## src/rtl/cpu_sequencer_pkg.sv

```systemverilog
// Shared definitions for the CPU control sequencer.
//   constants : machine-wide widths (OPCODE_SIZE).
//   opcodes   : opcode map, op-class and FSM state enums, opcode classifier.

package constants;
  localparam int OPCODE_SIZE = 5;
endpackage

package opcodes;
  import constants::*;

  typedef logic [OPCODE_SIZE-1:0] opcode_t;

  // Control opcodes; 0x00-0x0F are ALU operations, 0x17-0x1D are unassigned.
  localparam opcode_t OPC_LD   = 5'h10;
  localparam opcode_t OPC_ST   = 5'h11;
  localparam opcode_t OPC_JMP  = 5'h12;
  localparam opcode_t OPC_BEQ  = 5'h13;
  localparam opcode_t OPC_BNE  = 5'h14;
  localparam opcode_t OPC_CALL = 5'h15;
  localparam opcode_t OPC_RET  = 5'h16;
  localparam opcode_t OPC_NOP  = 5'h1E;
  localparam opcode_t OPC_HALT = 5'h1F;

  // ALU function used to form a load/store address.
  localparam logic [3:0] ALU_ADDR_ADD = 4'h0;

  typedef enum logic [3:0] {
    OP_ALU  = 4'd0,
    OP_LD   = 4'd1,
    OP_ST   = 4'd2,
    OP_JMP  = 4'd3,
    OP_BEQ  = 4'd4,
    OP_BNE  = 4'd5,
    OP_CALL = 4'd6,
    OP_RET  = 4'd7,
    OP_NOP  = 4'd8,
    OP_HALT = 4'd9,
    OP_ILL  = 4'd10
  } op_class_e;

  typedef enum logic [2:0] {
    ST_IDLE    = 3'd0,
    ST_FETCH   = 3'd1,
    ST_DECODE  = 3'd2,
    ST_EXECUTE = 3'd3,
    ST_MEM     = 3'd4,
    ST_WB      = 3'd5,
    ST_HALT    = 3'd6,
    ST_FAULT   = 3'd7
  } state_e;

  // Map an opcode onto the execution class the sequencer acts on.
  function automatic op_class_e classify(input opcode_t opc);
    op_class_e cls;
    cls = OP_ILL;
    if (opc[OPCODE_SIZE-1] == 1'b0) begin
      cls = OP_ALU;
    end else begin
      case (opc)
        OPC_LD:   cls = OP_LD;
        OPC_ST:   cls = OP_ST;
        OPC_JMP:  cls = OP_JMP;
        OPC_BEQ:  cls = OP_BEQ;
        OPC_BNE:  cls = OP_BNE;
        OPC_CALL: cls = OP_CALL;
        OPC_RET:  cls = OP_RET;
        OPC_NOP:  cls = OP_NOP;
        OPC_HALT: cls = OP_HALT;
        default:  cls = OP_ILL;
      endcase
    end
    return cls;
  endfunction

  // States in which a memory request is outstanding.
  function automatic logic is_req_state(input state_e s);
    return (s == ST_FETCH) || (s == ST_MEM);
  endfunction
endpackage

```

## src/rtl/cpu_sequencer_watchdog.sv

```systemverilog
// Bus-timeout watchdog for the sequencer's memory handshakes.
// Counts cycles a request waits without ack; raises a combinational
// timeout in the last allowed cycle if ack is still absent, so an ack
// in that same cycle always wins. MEM_TIMEOUT = 0 disables it.

module seq_watchdog #(
  parameter int MEM_TIMEOUT = 15
) (
  input  logic clk,
  input  logic reset,
  input  logic clear,
  input  logic req,
  input  logic ack,
  output logic timeout
);

  generate
    if (MEM_TIMEOUT == 0) begin : g_disabled
      logic unused_inputs;
      assign unused_inputs = &{clk, reset, clear, req, ack};
      assign timeout = 1'b0;
    end else begin : g_enabled
      localparam int CW = (MEM_TIMEOUT > 1) ? $clog2(MEM_TIMEOUT) : 1;
      localparam logic [CW-1:0] LAST = CW'(MEM_TIMEOUT - 1);
      localparam logic [CW-1:0] ONE  = CW'(1);

      logic [CW-1:0] cnt_q;
      logic [CW-1:0] cnt_d;

      // Next count: restart on entry to a request state, count unanswered wait cycles.
      always_comb begin
        cnt_d = cnt_q;
        if (clear) begin
          cnt_d = '0;
        end else if (req && !ack && (cnt_q != LAST)) begin
          cnt_d = cnt_q + ONE;
        end else begin
          cnt_d = cnt_q;
        end
      end

      // Wait-cycle counter register.
      always_ff @(posedge clk or negedge reset) begin
        if (!reset) begin
          cnt_q <= '0;
        end else begin
          cnt_q <= cnt_d;
        end
      end

      assign timeout = req & ~ack & (cnt_q == LAST);
    end
  endgenerate

endmodule

```

## src/rtl/cpu_sequencer.sv

```systemverilog
// Multi-cycle control FSM for the 19-bit CPU: fetch, decode, execute,
// memory and writeback, with imem/dmem req/ack handshakes and a bus
// watchdog. Strobes decode from the state register (plus the ack in
// handshake cycles), so an asynchronous reset clears them immediately.
// Optional: define CPU_SEQ_PERF_CNT_EN to add the instr_retired counter.

module cpu_sequencer
  import opcodes::*;
#(
  parameter int OPCODE_SIZE = constants::OPCODE_SIZE,
  parameter int MEM_TIMEOUT = 15
) (
  input  logic                   clk,
  input  logic                   reset,
  input  logic                   run,
  input  logic [OPCODE_SIZE-1:0] opcode,
  input  logic                   zero_flag,
  output logic                   imem_req,
  input  logic                   imem_ack,
  output logic                   dmem_req,
  output logic                   dmem_we,
  input  logic                   dmem_ack,
  output logic                   ir_load,
  output logic                   pc_inc,
  output logic                   pc_load,
  output logic                   pc_src,
  output logic                   stack_push,
  output logic                   stack_pop,
  output logic                   alu_en,
  output logic [3:0]             alu_op,
  output logic                   reg_we,
  output logic                   wb_sel,
  output logic                   busy,
  output logic                   halted,
  output logic                   illegal_op,
  output logic                   bus_error
`ifdef CPU_SEQ_PERF_CNT_EN
  ,
  output logic [31:0]            instr_retired
`endif
);

  state_e    state_q, state_d;
  op_class_e class_q, class_d;
  logic [3:0] alu_fn_q, alu_fn_d;
  logic      illegal_q, illegal_d;
  logic      bus_err_q, bus_err_d;

  logic       imem_req_s, dmem_req_s, dmem_we_s, ir_load_s, pc_inc_s;
  logic       pc_load_s, pc_src_s, stack_push_s, stack_pop_s, alu_en_s;
  logic [3:0] alu_op_s;
  logic       reg_we_s, wb_sel_s, retire_s;
  state_e     boundary_s;

  logic wd_clear_s, wd_req_s, wd_ack_s, wd_timeout_s;

  // The watchdog sees whichever handshake the current state owns.
  assign wd_req_s   = is_req_state(state_q);
  assign wd_ack_s   = (state_q == ST_FETCH) ? imem_ack :
                      ((state_q == ST_MEM) ? dmem_ack : 1'b0);
  assign wd_clear_s = (state_d != state_q) && is_req_state(state_d);

  seq_watchdog #(
    .MEM_TIMEOUT (MEM_TIMEOUT)
  ) u_watchdog (
    .clk     (clk),
    .reset   (reset),
    .clear   (wd_clear_s),
    .req     (wd_req_s),
    .ack     (wd_ack_s),
    .timeout (wd_timeout_s)
  );

  // Next-state and strobe decode; run only matters at instruction boundaries.
  always_comb begin
    state_d      = state_q;
    class_d      = class_q;
    alu_fn_d     = alu_fn_q;
    illegal_d    = illegal_q;
    bus_err_d    = bus_err_q;
    imem_req_s   = 1'b0;
    dmem_req_s   = 1'b0;
    dmem_we_s    = 1'b0;
    ir_load_s    = 1'b0;
    pc_inc_s     = 1'b0;
    pc_load_s    = 1'b0;
    pc_src_s     = 1'b0;
    stack_push_s = 1'b0;
    stack_pop_s  = 1'b0;
    alu_en_s     = 1'b0;
    alu_op_s     = 4'h0;
    reg_we_s     = 1'b0;
    wb_sel_s     = 1'b0;
    retire_s     = 1'b0;
    boundary_s   = run ? ST_FETCH : ST_IDLE;

    case (state_q)
      ST_IDLE: begin
        if (run) begin
          state_d = ST_FETCH;
        end else begin
          state_d = ST_IDLE;
        end
      end

      ST_FETCH: begin
        imem_req_s = 1'b1;
        if (imem_ack) begin
          ir_load_s = 1'b1;
          pc_inc_s  = 1'b1;
          state_d   = ST_DECODE;
        end else if (wd_timeout_s) begin
          bus_err_d = 1'b1;
          state_d   = ST_FAULT;
        end else begin
          state_d = ST_FETCH;
        end
      end

      ST_DECODE: begin
        class_d  = classify(opcode);
        alu_fn_d = opcode[3:0];
        state_d  = ST_EXECUTE;
      end

      ST_EXECUTE: begin
        case (class_q)
          OP_ALU: begin
            alu_en_s = 1'b1;
            alu_op_s = alu_fn_q;
            state_d  = ST_WB;
          end
          OP_LD, OP_ST: begin
            alu_en_s = 1'b1;
            alu_op_s = ALU_ADDR_ADD;
            state_d  = ST_MEM;
          end
          OP_JMP: begin
            pc_load_s = 1'b1;
            retire_s  = 1'b1;
            state_d   = boundary_s;
          end
          OP_BEQ: begin
            pc_load_s = zero_flag;
            retire_s  = 1'b1;
            state_d   = boundary_s;
          end
          OP_BNE: begin
            pc_load_s = ~zero_flag;
            retire_s  = 1'b1;
            state_d   = boundary_s;
          end
          OP_CALL: begin
            stack_push_s = 1'b1;
            pc_load_s    = 1'b1;
            retire_s     = 1'b1;
            state_d      = boundary_s;
          end
          OP_RET: begin
            stack_pop_s = 1'b1;
            pc_load_s   = 1'b1;
            pc_src_s    = 1'b1;
            retire_s    = 1'b1;
            state_d     = boundary_s;
          end
          OP_NOP: begin
            retire_s = 1'b1;
            state_d  = boundary_s;
          end
          OP_HALT: begin
            retire_s = 1'b1;
            state_d  = ST_HALT;
          end
          OP_ILL: begin
            illegal_d = 1'b1;
            state_d   = ST_FAULT;
          end
          default: begin
            illegal_d = 1'b1;
            state_d   = ST_FAULT;
          end
        endcase
      end

      ST_MEM: begin
        dmem_req_s = 1'b1;
        dmem_we_s  = (class_q == OP_ST);
        if (dmem_ack) begin
          if (class_q == OP_ST) begin
            retire_s = 1'b1;
            state_d  = boundary_s;
          end else begin
            state_d = ST_WB;
          end
        end else if (wd_timeout_s) begin
          bus_err_d = 1'b1;
          state_d   = ST_FAULT;
        end else begin
          state_d = ST_MEM;
        end
      end

      ST_WB: begin
        reg_we_s = 1'b1;
        wb_sel_s = (class_q == OP_LD);
        retire_s = 1'b1;
        state_d  = boundary_s;
      end

      ST_HALT: begin
        state_d = ST_HALT;
      end

      ST_FAULT: begin
        state_d = ST_FAULT;
      end

      default: begin
        state_d = ST_FAULT;
      end
    endcase
  end

  // State, latched op class and sticky error flags.
  always_ff @(posedge clk or negedge reset) begin
    if (!reset) begin
      state_q   <= ST_IDLE;
      class_q   <= OP_NOP;
      alu_fn_q  <= 4'h0;
      illegal_q <= 1'b0;
      bus_err_q <= 1'b0;
    end else begin
      state_q   <= state_d;
      class_q   <= class_d;
      alu_fn_q  <= alu_fn_d;
      illegal_q <= illegal_d;
      bus_err_q <= bus_err_d;
    end
  end

  assign imem_req   = imem_req_s;
  assign dmem_req   = dmem_req_s;
  assign dmem_we    = dmem_we_s;
  assign ir_load    = ir_load_s;
  assign pc_inc     = pc_inc_s;
  assign pc_load    = pc_load_s;
  assign pc_src     = pc_src_s;
  assign stack_push = stack_push_s;
  assign stack_pop  = stack_pop_s;
  assign alu_en     = alu_en_s;
  assign alu_op     = alu_op_s;
  assign reg_we     = reg_we_s;
  assign wb_sel     = wb_sel_s;
  assign busy       = (state_q != ST_IDLE) && (state_q != ST_HALT) && (state_q != ST_FAULT);
  assign halted     = (state_q == ST_HALT);
  assign illegal_op = illegal_q;
  assign bus_error  = bus_err_q;

`ifdef CPU_SEQ_PERF_CNT_EN
  logic [31:0] retired_q, retired_d;

  // Retired-instruction count; wraps naturally at 2^32.
  always_comb begin
    if (retire_s) begin
      retired_d = retired_q + 32'd1;
    end else begin
      retired_d = retired_q;
    end
  end

  // Retired-instruction counter register.
  always_ff @(posedge clk or negedge reset) begin
    if (!reset) begin
      retired_q <= 32'd0;
    end else begin
      retired_q <= retired_d;
    end
  end

  assign instr_retired = retired_q;
`else
  logic unused_retire;
  assign unused_retire = retire_s;
`endif

endmodule

```

## config.mk

```make
export PLATFORM = sky130hd
export DESIGN_NAME = cpu_sequencer
export DESIGN_NICKNAME = d
export VERILOG_FILES = /design/src/rtl/cpu_sequencer_pkg.sv /design/src/rtl/cpu_sequencer_watchdog.sv /design/src/rtl/cpu_sequencer.sv
export SDC_FILE = /design/constraint.sdc
export NUM_CORES = 1
export LEC_CHECK = 0
export ABC_AREA = 1
export CAP_MARGIN = 5
export CELL_PAD_IN_SITES_DETAIL_PLACEMENT = 0
export CELL_PAD_IN_SITES_GLOBAL_PLACEMENT = 1
export CORE_MARGIN = 5
export CORE_UTILIZATION = 34
export CTS_CLUSTER_DIAMETER = 30
export DETAILED_ROUTE_END_ITERATION = 12
export PLACE_DENSITY = 0.87
export SLEW_MARGIN = 20
export SYNTH_ARGS = -nofsm -noshare
export SYNTH_HDL_FRONTEND = slang
export SYNTH_SLANG_ARGS = --single-unit
```

## constraint.sdc

```tcl
create_clock -name clk -period 1.7 [get_ports clk]
set_input_delay 0.255 -clock clk [delete_from_list [all_inputs] [get_ports clk]]
set_output_delay 0.255 -clock clk [all_outputs]
set_load 0.05 [all_outputs]
```

==> impl_metrics.yaml <==
setup_path:
  end_kind: "primary output"
  critical_path.max_stage_delay_ns: 0.40
  startpoint_type: "flop"
  worstPathRequired_ns: 1.44
  cpMostUsedCell: "nor3_4"
  critPathSlowestCell: "dfrtp_1"
  crit_arrival_ns: 1.54
  path_buf_inv: 3
  path_delay_family: "simple AND/OR/NAND/NOR gates"
  crit_type: "reg2out"
  crit_chain: "inv_2 > nor3_4 > inv_4 > nor3_4 > buf_12"
  worstPathMaxFanout: 7
clocking:
  htreeDepth: 1
  root_buffer: "clkbuf_4"
  cts_buffer_depth: 2
  cts_sinks: 17
  clk_latency_ns: 0.29
  cts_hold_buffers: 0
  cts-buffers-inserted: 3
  clk_pin_slew_worst_paths_ns: 0.10
  cts_tree: "done"
layout:
  fin_nets: 249
  stdcell_count: 278
  regArea_um2: 430
  final_layout_size_suffix_gt1_frac: 0.466
  antenna_cells: 0
  multi_input_area_um2: 832
  syn2layout_area_growth_pct: 78.9
  fillers: 280
  utilization: 0.645
status:
  violations: "setup timing"
  status: "complete, but fails checks"
global_routing:
  grt_pass1_wl_mm: 5.40
  track_usage: 0.133
  grt_pass1_vias: 1208
  antenna_found_initial: 0
  grt_start_max_net_pins: 18
  grt_overflow: 0
route:
  drt_iter0_drc: 76
  wl_per_cell_um: 11.8
  via_per_inst: 4.69
  vias: 1305
  ant_nets: 0
  first_pass_iters: 4
  wirelength_mm: 3.27
  route.detailed.drc: 0
logic_synthesis:
  synthArstFlopShare: 1.00
  syn-instance-count: 173
  synth.cell_area_um2: 1230
  syn-num-nets: 189
  yosysSeqAreaShare: 0.347
  ys_seq_elements: 17
  ys_warn_count: 0
  synth.avg_cell_area_um2: 7.12
  netlist.area_leader.share: 0.325
  synth_edf_count: 0
  synthTopCellsByArea: "dfrtp_1, nand2_1, inv_1, nand3_1, ha_1"
  dominantRegCellSynth: "dfrtp_1"
  yosysUniqueCellTypes: 33
  yosysTopAreaCell: "dfrtp_1"
sta:
  max_freq_mhz: 558
  fin_skew_ns: 0.00250
  finalCritPeriodShare: 1.05
  period_needed_ns: 1.79
  timing_hold_violations_final: 0
  rsz0062_at_grt: "yes"
  slew_viol_final: 0
  max_slew_margin: 0.822
  setup_slack_ns: -0.0919
  finalSetupViolCount: 10
  worstMarginPinSlew_ns: 0.265
placement:
  dp_cells: 265
  detailed_place_hpwl_mm: 2.47
  dpl_worst_slack_ns: -0.0714
  io_buffers: 30
  gp_congestion: 0.846
power:
  pwr_density_cell_nw_per_um2: 325
  peakVddDrop_uv: 273
  power.leakage_nw: 0.999
die:
  ios: 31
  start_util: 0.360
  rows: 21
  die_y_um: 70.2
  dieArea_um2: 4920
  die_x_um: 70.2
  core_area_um2: 3420
worst_hold_path:
  worst_hold_path_type: "in2async"
flow_run:
  maxCapViolations: 0
==> worst register-to-register path, stage by stage (launching register included) <==
cell      delay, ns
dfrtp_1        0.40
inv_2          0.07
nor3_4         0.24
inv_4          0.12
buf_4          0.15
o211ai_2       0.18
nand3_1        0.11
nand2_1        0.09
nand3_2        0.11
nand2_1        0.08
inv_1          0.04
==> metrics by stage <==
stage	hold WS, ns	TNS [ns]	instance area, um2	power, W
2_1_floorplan	-0.0406	-0.441	1280	0.000442
3_3_place_gp	0.468	-0.0114	1940	0.000502
3_5_place_dp	0.468	-0.265	1940	0.000503
4_1_cts	0.284	-0.433	2090	0.000713
5_1_grt	0.285	-1.82	2200	0.000750
6_report	0.281	-0.546	2200	0.000715
==> metal layers <==
| metal | up-vias | GRT usage | wire (um) |
|---|---|---|---|
| met5 | - | 0 | 0 |
| met1 | 600 | 0.172 | 1500 |
| li1 | 676 | - | - |
| met3 | 5 | 0.0129 | 83 |
| met4 | 0 | 0.0574 | 63 |
| met2 | 24 | 0.224 | 1630 |
==> sequential cells by signal, indices dropped and copies added, names as in the netlist <==
register and count:
alu_fn_q 4, illegal_op 1, class_q 4, bus_error 1
state_q 3, u_watchdog.g_enabled.cnt_q 4
==> where the power goes <==
group           total, W  switching, W  leakage (nW)  internal (W)
clock network   0.000215      0.000124        0.0150     0.0000912
registers       0.000409    0.00000262         0.176      0.000407
logic          0.0000905     0.0000447         0.809     0.0000458
total           0.000715      0.000171         0.999      0.000544
==> path summary, 6_finish.rpt <==
check / start / slack, ns / cells past startpoint / to
min in group clk: bus_error$_DFFE_PN0P_ / 0.49 / 1 / bus_error$_DFFE_PN0P_
max: state_q[1]$_DFF_PN0_ / -0.09 / 5 / stack_pop
min reg2reg: bus_error$_DFFE_PN0P_ / 0.49 / 1 / bus_error$_DFFE_PN0P_
max in group asynchronous: reset / 1.16 / 2 / class_q[3]$_DFFE_PN1P_
max reg2reg: state_q[1]$_DFF_PN0_ / 0 / 10 / u_watchdog.g_enabled.cnt_q[2]$_DFFE_PN0P_
min: reset / 0.28 / 2 / bus_error$_DFFE_PN0P_
==> what timing repair did <==
action	CTS	global route
buffers inserted	6	3
cloned	0	0
endpoints found under the setup margin	15	20
resized for setup	22	26
pin swaps	4	8
==> synthesized netlist by cell type, drive strengths merged, types with 2 or more instances <==
library cell and count:
a31oi 2, nor3 4, nand4 3, nand3 18, a21oi 7, nand2 36
xor2 3, o211ai 2, nor2 16, inv 34, ha 5, o22ai 2
o21ai 11, dfrtp 16, buf 5
==> layout by cell type, fill, tap and decap left out, types with 2 or more instances in the layout <==
| master | instances |
|---|---|
| nand4_1 | 2 |
| clkdlybuf4s50_1 | 10 |
| nor2_2 | 5 |
| inv_2 | 7 |
| inv_1 | 23 |
| nor3_4 | 3 |
| clkbuf_4 | 3 |
| xor2_1 | 3 |
| nand2_1 | 25 |
| inv_4 | 3 |
| nand3_1 | 12 |
| ha_1 | 5 |
| o21ai_0 | 9 |
| dfrtp_2 | 3 |
| nand3_4 | 2 |
| a21oi_2 | 2 |
| o22ai_1 | 2 |
| nor2_4 | 5 |
| buf_6 | 3 |
| o21ai_2 | 2 |
| a21oi_1 | 5 |
| buf_4 | 29 |
| buf_12 | 18 |
| nand2_4 | 4 |
| nor2_1 | 6 |
| nand3_2 | 4 |
| dfrtp_1 | 13 |
| nand2_2 | 7 |
==> area by class of cell <==
cell class | instances | area share
Sequential cell | 17 | 0.195
Multi-Input combinational cell | 116 | 0.378
Timing Repair Buffer | 60 | 0.323
Inverter | 35 | 0.0653
Tap cell | 46 | 0.0261
Clock buffer | 4 | 0.0119
==> logic make-up (layout without fill, tap and decap cells) <==
| logic type | count (synthesis) | after routing | share of synthesized area |
|---|---|---|---|
| AND/OR/NAND/NOR | 81 | 81 | 0.317 |
| buffers and inverters | 40 | 99 | 0.131 |
| AO/OA/AOI/OAI | 26 | 26 | 0.126 |
| adder cells (fa/ha/maj) | 5 | 5 | 0.0508 |
| XOR/XNOR | 4 | 4 | 0.0285 |
| flip-flops | 17 | 17 | 0.347 |
Power figures use the tool's default switching activity.
